File: src/rtl/freq_meas_pkg.sv
// Shared types and constants for the reciprocal frequency meter: FSM states,
// readout byte codes and the default counter width.
package freq_meas_pkg;

  localparam int CW_DEFAULT = 32;

  typedef enum logic [2:0] {
    IDLE,
    ARM,
    MEAS,
    CLOSE,
    DONE
  } state_t;

  localparam logic [2:0] SEL_NX0 = 3'd0;
  localparam logic [2:0] SEL_NX1 = 3'd1;
  localparam logic [2:0] SEL_NX2 = 3'd2;
  localparam logic [2:0] SEL_NX3 = 3'd3;
  localparam logic [2:0] SEL_NS0 = 3'd4;
  localparam logic [2:0] SEL_NS1 = 3'd5;
  localparam logic [2:0] SEL_NS2 = 3'd6;
  localparam logic [2:0] SEL_NS3 = 3'd7;

  function automatic logic [7:0] pick_byte(input logic [31:0] nx,
                                           input logic [31:0] ns,
                                           input logic [2:0]  sel);
    logic [31:0] w;
    logic [7:0]  b;
    w = (sel >= SEL_NS0) ? ns : nx;
    b = w[7:0];
    case (sel)
      SEL_NX0, SEL_NS0: b = w[7:0];
      SEL_NX1, SEL_NS1: b = w[15:8];
      SEL_NX2, SEL_NS2: b = w[23:16];
      SEL_NX3, SEL_NS3: b = w[31:24];
      default:          b = w[7:0];
    endcase
    return b;
  endfunction

endpackage

File: src/rtl/x_sync_edge.sv
// Brings the asynchronous clkx into the clkbz domain and emits a one-cycle
// pulse for every rising edge.
module x_sync_edge (
  input  logic clkbz,
  input  logic clr_n,
  input  logic async_in,
  output logic edge_out
);

  logic s1, s2, s3;

  always_ff @(posedge clkbz) begin
    if (!clr_n) begin
      s1 <= 1'b0;
      s2 <= 1'b0;
      s3 <= 1'b0;
    end else begin
      s1 <= async_in;
      s2 <= s1;
      s3 <= s2;
    end
  end

  assign edge_out = s2 & ~s3;

endmodule

File: src/rtl/freq_meas_ctrl.sv
// Reciprocal frequency meter: counts clkx edges (Nx) and clkbz cycles (Ns)
// over a clkx-aligned gate; fx = fclkbz * Nx / Ns is computed externally.
module freq_meas_ctrl
  import freq_meas_pkg::*;
#(
  parameter int GATE_CYCLES    = 50_000_000,
  parameter int TIMEOUT_CYCLES = 100_000_000,
  parameter int CW             = CW_DEFAULT
) (
  input  logic       clkbz,
  input  logic       clr_n,
  input  logic       clkx,
  input  logic       start,
  input  logic       ack,
  input  logic [2:0] sel,
  output logic [7:0] out8,
  output logic       int1,
  output logic       busy,
  output logic       gate_out,
  output logic       err,
  output logic       ovf
);

  localparam logic [31:0]   G_LAST = 32'(GATE_CYCLES - 1);
  localparam logic [31:0]   T_LAST = 32'(TIMEOUT_CYCLES - 1);
  localparam logic [CW-1:0] ONE    = CW'(1);

  state_t        state;
  logic [31:0]   gcnt, tcnt;
  logic [CW-1:0] nx, ns, res_nx, res_ns, nx_inc, ns_inc;
  logic          xe, nx_full, ns_full, gate_exp, tout;

  x_sync_edge u_sync (
    .clkbz    (clkbz),
    .clr_n    (clr_n),
    .async_in (clkx),
    .edge_out (xe)
  );

  assign nx_full  = &nx;
  assign ns_full  = &ns;
  assign nx_inc   = nx_full ? nx : nx + ONE;
  assign ns_inc   = ns_full ? ns : ns + ONE;
  // >= so a gate opened after gcnt already expired closes straight away
  assign gate_exp = gcnt >= G_LAST;
  assign tout     = tcnt == T_LAST;

  always_ff @(posedge clkbz) begin
    if (!clr_n) begin
      state    <= IDLE;
      gcnt     <= '0;
      tcnt     <= '0;
      nx       <= '0;
      ns       <= '0;
      res_nx   <= '0;
      res_ns   <= '0;
      out8     <= '0;
      int1     <= 1'b0;
      busy     <= 1'b0;
      gate_out <= 1'b0;
      err      <= 1'b0;
      ovf      <= 1'b0;
    end else begin
      out8 <= pick_byte(32'(res_nx), 32'(res_ns), sel);
      if (busy) begin
        gcnt <= gcnt + 32'd1;
        tcnt <= tcnt + 32'd1;
      end
      // busy is high exactly in ARM, MEAS and CLOSE; timeout beats any edge
      if (busy && tout) begin
        state    <= DONE;
        res_nx   <= '0;
        res_ns   <= '0;
        err      <= 1'b1;
        int1     <= 1'b1;
        busy     <= 1'b0;
        gate_out <= 1'b0;
      end else begin
        case (state)
          IDLE: if (start) begin
            gcnt  <= '0;
            tcnt  <= '0;
            nx    <= '0;
            ns    <= '0;
            err   <= 1'b0;
            ovf   <= 1'b0;
            busy  <= 1'b1;
            state <= ARM;
          end
          ARM: if (xe) begin
            state    <= MEAS;
            gate_out <= 1'b1;
          end
          MEAS: begin
            ns  <= ns_inc;
            ovf <= ovf | ns_full | (xe & nx_full);
            if (xe) nx <= nx_inc;
            if (gate_exp) state <= CLOSE;
          end
          CLOSE: begin
            ns  <= ns_inc;
            ovf <= ovf | ns_full | (xe & nx_full);
            if (xe) begin
              nx       <= nx_inc;
              res_nx   <= nx_inc;
              res_ns   <= ns_inc;
              state    <= DONE;
              int1     <= 1'b1;
              busy     <= 1'b0;
              gate_out <= 1'b0;
            end
          end
          DONE: if (ack) begin
            state <= IDLE;
            int1  <= 1'b0;
          end
          default: state <= IDLE;
        endcase
      end
    end
  end

endmodule

File: config.mk
export PLATFORM = sky130hd
export DESIGN_NAME = freq_meas_ctrl
export DESIGN_NICKNAME = d
export VERILOG_FILES = /design/src/rtl/freq_meas_pkg.sv /design/src/rtl/x_sync_edge.sv /design/src/rtl/freq_meas_ctrl.sv
export SDC_FILE = /design/constraint.sdc
export NUM_CORES = 1
export LEC_CHECK = 0
export ABC_AREA = 0
export BUFFER_PORTS_ARGS = -buffer_cell sky130_fd_sc_hd__buf_2
export CAP_MARGIN = 20
export CORE_UTILIZATION = 35
export CTS_BUF_LIST = sky130_fd_sc_hd__clkbuf_4 sky130_fd_sc_hd__clkbuf_8 sky130_fd_sc_hd__clkbuf_16
export CTS_CLUSTER_DIAMETER = 50
export CTS_CLUSTER_SIZE = 10
export DETAILED_ROUTE_END_ITERATION = 8
export PLACE_DENSITY_LB_ADDON = 0.3
export REMOVE_ABC_BUFFERS = 1
export SETUP_SLACK_MARGIN = 0.02
export SLEW_MARGIN = 40
export SYNTH_ARGS = -nofsm -noshare
export SYNTH_HDL_FRONTEND = slang
export SYNTH_SLANG_ARGS = --single-unit
File: constraint.sdc
create_clock -name clkbz -period 4.13 [get_ports clkbz]
set_input_delay 0.826 -clock clkbz [delete_from_list [all_inputs] [get_ports clkbz]]
set_output_delay 0.826 -clock clkbz [all_outputs]
set_load 0.1 [all_outputs]
== After elaboration in Yosys (flattened, before gate mapping) ==
Index checks and enable logic that the tools add are counted.

* Register bits: 211
* Input bits: 8
* Output and inout bits: 13

* Add/subtract/negate cells: 4
* $lt $le $gt $ge: 2
* Eq/ne operators: 23
* Mux-type cells: 35
* Bitwise gates (word level): 7
* Reduce and logical (&&, ||, !) cells: 26

{| class="wikitable"
|+ Operators with widths
! kind !! count
|-
| 2-to-1 mux 32 bit || 13
|-
| adder 32 x 1 -> 32 bit, second input constant || 4
|-
| case mux 32 bit (2 select lines) || 2
|-
| AND reduction 32 bit || 2
|-
| equality test 32 x 27 -> 1 bit, second input constant || 1
|-
| >= comparator 32 x 26 -> 1 bit, second input constant || 1
|-
| case mux 8 bit (4 select lines) || 1
|-
| 2-to-1 mux 3 bit || 6
|-
| equality test 3 bit, second input constant || 5
|-
| inequality test 3 bit, second input constant || 5
|-
| case mux 3 bit (5 select lines) || 1
|-
| equality test 3 x 2 -> 1 bit, second input constant || 4
|-
| AND reduction 3 bit || 4
|-
| OR reduction 2 bit || 6
|-
| inequality test 2 bit, second input constant || 5
|-
| AND reduction 5 bit || 2
|-
| nonzero test 2 bit || 5
|-
| 2-to-1 mux 1 bit || 8
|-
| case mux 1 bit (2 select lines) || 4
|-
| equality test 3 x 1 -> 1 bit, second input constant || 2
|-
| zero test 3 bit || 2
|-
| AND reduction 2 bit || 2
|-
| AND reduction 4 bit || 1
|-
| >= comparator 3 bit, second input constant || 1
|-
| other kinds (6) || 10
|}

== Longest topological paths before layout ==
* Depth in word-level cells: 5
* Gate-level depth with buffers: 9
* Depth with buffers taken out: 7

== By module ==
From an unflattened synthesis, not the netlist that was laid out.

* Cells, all modules: 1229
* Area total of the unflattened synthesis: 10243.6 um2

{| class="wikitable"
|+ By module, submodules not included
! module !! times used !! cells an instance !! area each (um2) !! seq. area each (um2)
|-
| freq_meas_ctrl || 1 || 1222 || 10151.0 || 4164.0
|-
| x_sync_edge || 1 || 7 || 92.6 || 60.1
|}

== Least setup slack after synthesis ==
OpenSTA, ideal clock, no wires.

* Path type: register to register
* Start: reg busy
* End: reg nx[27]
* Setup time: 0.121 ns
* Arrival: 2.738 ns
* Path slack: 1.271 ns
* Cell stages (with the launch flop): 9
* Cells stage by stage: dfxtp_1 -> and4_1 -> nand4_1 -> or4_1 -> buf_2 -> nand2_1 -> buf_4 -> o21ai_0 -> mux2_2

* Cells in the longest elaborated chain, start to end: 3

{| class="wikitable"
|+ Ends and longest elaborated chain
! element !! RTL line !! source
|-
| start, declared || freq_meas_ctrl.sv:18 || <nowiki>output logic busy,</nowiki>
|-
| start signal, assigned || freq_meas_ctrl.sv:59 || <nowiki>busy <= 1'b0;</nowiki>
|-
| start signal, assigned || freq_meas_ctrl.sv:76 || <nowiki>busy <= 1'b0;</nowiki>
|-
| start signal, assigned || freq_meas_ctrl.sv:87 || <nowiki>busy <= 1'b1;</nowiki>
|-
| logical AND 1 bit || freq_meas_ctrl.sv:70 || <nowiki>if (busy && tout) begin</nowiki>
|-
| NOT 1 bit (no line) || - ||
|-
| AND reduction 4 bit (no line) || - ||
|-
| end signal, assigned || freq_meas_ctrl.sv:97 || <nowiki>if (xe) nx <= nx_inc;</nowiki>
|-
| end signal, assigned || freq_meas_ctrl.sv:104 || <nowiki>nx <= nx_inc;</nowiki>
|-
| end, declared || freq_meas_ctrl.sv:30 || <nowiki>logic [CW-1:0] nx, ns, res_nx, res_ns, nx_inc, ns_inc;</nowiki>
|}

No other way between the ends.
A chain may end at the register's enable or synchronous reset.

== Final worst setup path ==
* Start: reg tcnt[10]
* End: reg ns[19]

* Cells in the longest elaborated chain, start to end: 4

{| class="wikitable"
|+ Ends and longest elaborated chain
! element !! RTL line !! source
|-
| start, declared || freq_meas_ctrl.sv:29 || <nowiki>logic [31:0] gcnt, tcnt;</nowiki>
|-
| start signal, assigned || freq_meas_ctrl.sv:67 || <nowiki>tcnt <= tcnt + 32'd1;</nowiki>
|-
| equality test 32 x 27 -> 1 bit || freq_meas_ctrl.sv:46 || <nowiki>assign tout = tcnt == T_LAST;</nowiki>
|-
| logical AND 1 bit || freq_meas_ctrl.sv:70 ||
|-
| NOT 1 bit (no line) || - ||
|-
| AND reduction 3 bit (no line) || - ||
|-
| end signal, assigned || freq_meas_ctrl.sv:95 || <nowiki>ns <= ns_inc;</nowiki>
|-
| end signal, assigned || freq_meas_ctrl.sv:101 || <nowiki>ns <= ns_inc;</nowiki>
|-
| end, declared || freq_meas_ctrl.sv:30 ||
|}

No other way between the ends.

==> reports/results.ini <==
[global_routing]
track_usage = 0.171
grt_pass1_wl_um = 43100
grt_max_degree = 65
antenna_found_initial = 0
grt_pass1_vias = 8331
gr-total-overflow = 0

[floorplan]
die_x_um = 173
die_area_um2 = 30100
placeableCoreArea_um2 = 28800
die_y_um = 173
initial_core_util = 0.358
ios = 21
fp-row-count = 62

[power]
p_seq_frac = 0.464
swShare = 0.223
combPwrFrac = 0.036
power.switching_uw = 988
power_uw = 4430
leakagePower_uw = 0.00375
power_density_nw_per_um2 = 383
pwr-share-clk = 0.499
worst_ir_drop_vdd_mv = 0.292
intPower_uw = 3440

[setup_path]
ff2ff_path_depth = 6
path_cells = or4_1, or4_1, or4_1, a21oi_1, o21ai_0, o21ai_0
r2r-end = ns[19]
reg2reg_setup_slack_ps = 1070
cp-end-kind = flop
slowest_delay_ps = 680
worstPathArrival_ps = 3510
crit_buf_inv = 0
cp-start-kind = flop
crit_family = simple AND/OR/NAND/NOR gates
reg2reg_from = tcnt[10]
cp_common_cell = or4_1
slowest_stage = or4_1
path_class = flop to flop
critPathMaxFanout = 9
cp_data_required_time_ps = 4580

[cells_and_area]
n_fill_cell = 2908
multi_input_area_um2 = 5720
instances_no_fill = 1645
nets = 1262
drive_gt1_frac = 0.0761
diodes = 0
seq_area_um2 = 4220
syn2layout_area_growth_pct = 12.3

[drt]
wl_per_cell_um = 15.7
vias_per_cell = 5.51
ant_nets = 0
drc_errors = 0
vias = 9059
wl_um = 25900
drt_iter0_drc = 649
dr.pass1.iters = 5

[timing]
finClkSkew_ps = 10.9
hold_viol = 0
finalSetupViolCount = 0
whs_ps = 430
slew_viol_final = 0
rsz0062_at_grt = no
min_period_ps = 3060
tightest_slew_ps = 814
max_freq_ghz = 0.327
fin_crit_sh = 0.741
max-slew-margin-rel = 0.457

[logic_synthesis]
synth_top_cells_by_area = dfxtp_1 (41%), a21oi_1 (6.3%), xnor2_1 (5.9%), o21ai_0 (4.9%), nor2_1 (4.3%)
ys_warn_count = 0
synth_top_area_share = 0.410
synth_edf_count = 0
yosysMostFrequentCell = dfxtp_1
synth_top_area_cell = dfxtp_1
synth_common_cells = dfxtp_1 (211), a21oi_1 (130), nor2_1 (118), o21ai_0 (100), nand2_1 (87)
ys_async_sr_fraction = 0
avgSynthCellArea_um2 = 8.11
ys_ff_latch = 211
synth_area_um2 = 10300
synth_cells = 1269
synth_flop_cell = dfxtp_1
ys_seq_area_frac = 0.410
synth_cell_types = 53

[clocking]
cts_sinks = 211
cts_setup_buffers = 0
cts_buffers = 28
cts_tree = done
htreeDepth = 1
cts-root-buf = clkbuf_16
clock_latency_ps = 530
post_cts_resized = 0
cts_max_path_buffers = 3
clk_pin_slew_ps = 50
cts_hold_buf = 0

[worst_hold_path]
worstHoldStart = u_sync.s1
min_delay_path_depth = 1
whs_endpoint = u_sync.s2
worstHoldPathType = flop to flop

[outcome]
status = complete, no violations

[placement]
place_inst = 1603
hpwl_um = 17500
numPortBuffers = 20
gp_congestion = 0.866

[run]
cap_violations = 0

## kinds of logic (layout without fill, tap and decap cells)
family                   after synthesis  after routing  share of synthesized area
AO/OA/AOI/OAI                        347            347                      0.193
XOR/XNOR                             111            111                     0.0945
adder cells (fa/ha/maj)                4              4                    0.00486
buffers and inverters                101             93                     0.0394
flip-flops                           211            211                      0.410
multiplexers                          22             22                     0.0216
AND/OR/NAND/NOR                      473            473                      0.236
## how the worst max path moves through the flow
| stage | start | slack [ps] | depth (start not counted) | endpoint |
|---|---|---|---|---|
| 2_1_floorplan | busy | -140 | 6 | ns[10] |
| 3_3_place_gp | tcnt[10] | 1030 | 6 | nx[17] |
| 3_5_place_dp | tcnt[10] | 960 | 6 | nx[28] |
| 4_1_cts | tcnt[10] | 940 | 6 | nx[23] |
| 5_1_grt | tcnt[10] | 870 | 6 | ns[19] |
| 6_report | tcnt[10] | 1070 | 6 | ns[19] |
## per-stage QoR
stage / setup slack [ps] / utilization / cell area [µm²] / TNS, ps
after floorplan: -138 / - / 9950 / -3180
after global placement: 1030 / 0.370 / 10700 / 0
after detailed placement: 959 / 0.371 / 10700 / 0
after CTS: 940 / 0.400 / 11500 / 0
after global routing: 875 / 0.401 / 11600 / 0
final: 1070 / 0.401 / 11600 / 0
## placed cells by master, fill, tap and decap left out, types with 5 or more instances in the layout
| master | n |
|---|---|
| o21ai_0 | 100 |
| nor4_1 | 13 |
| nand2b_1 | 14 |
| o31ai_1 | 5 |
| and4_1 | 20 |
| buf_2 | 20 |
| buf_4 | 13 |
| xnor2_1 | 69 |
| and3_1 | 26 |
| nor2_1 | 115 |
| or4_1 | 7 |
| nand2_1 | 87 |
| nand4_1 | 41 |
| and2_1 | 15 |
| dfxtp_1 | 211 |
| xor2_1 | 42 |
| a21oi_1 | 129 |
| a22oi_1 | 10 |
| clkbuf_16 | 29 |
| nor3_1 | 38 |
| a2111oi_0 | 8 |
| inv_1 | 17 |
| or3_1 | 28 |
| nand3_1 | 45 |
| a31oi_1 | 54 |
| nor2b_1 | 6 |
| a211oi_1 | 18 |
| mux2i_1 | 20 |
## area by class of cell
type,instances,share of cell area
multi-input cells,957,0.495
inverters,17,0.00552
flip-flops and latches,211,0.366
repair buffers,35,0.0197
clock inverters,8,0.00661
well taps,384,0.0416
clock buffers,33,0.0659
## flip-flops by register name, indices dropped and copies added, names as in the netlist
| name | cells |
|---|---|
| gcnt | 32 |
| ns | 32 |
| nx | 32 |
| res_ns | 32 |
| res_nx | 32 |
| tcnt | 32 |
| out8 | 8 |
| state | 3 |
| busy | 1 |
| err | 1 |
| gate_out | 1 |
| int1 | 1 |
| ovf | 1 |
| u_sync.s1 | 1 |
| u_sync.s2 | 1 |
| u_sync.s3 | 1 |
## layer usage
metal / vias up / global-route usage / wire, µm
li1: 4564 / - / -
met1: 4279 / 0.253 / 13000
met2: 183 / 0.262 / 11200
met3: 33 / 0.0246 / 1280
met4: 0 / 0.0376 / 415
met5: - / 0 / 0
## power by group through the flow
stage | Clock [µW] | Combinational [µW] | Sequential (µW)
final | 2210 | 160 | 2060
after floorplan | 0 | 70.4 | 2130
after CTS | 2270 | 159 | 2060
after global routing | 2360 | 175 | 2060
after global placement | 0 | 155 | 2100
after detailed placement | 0 | 159 | 2100
Power figures use the tool's default switching activity.
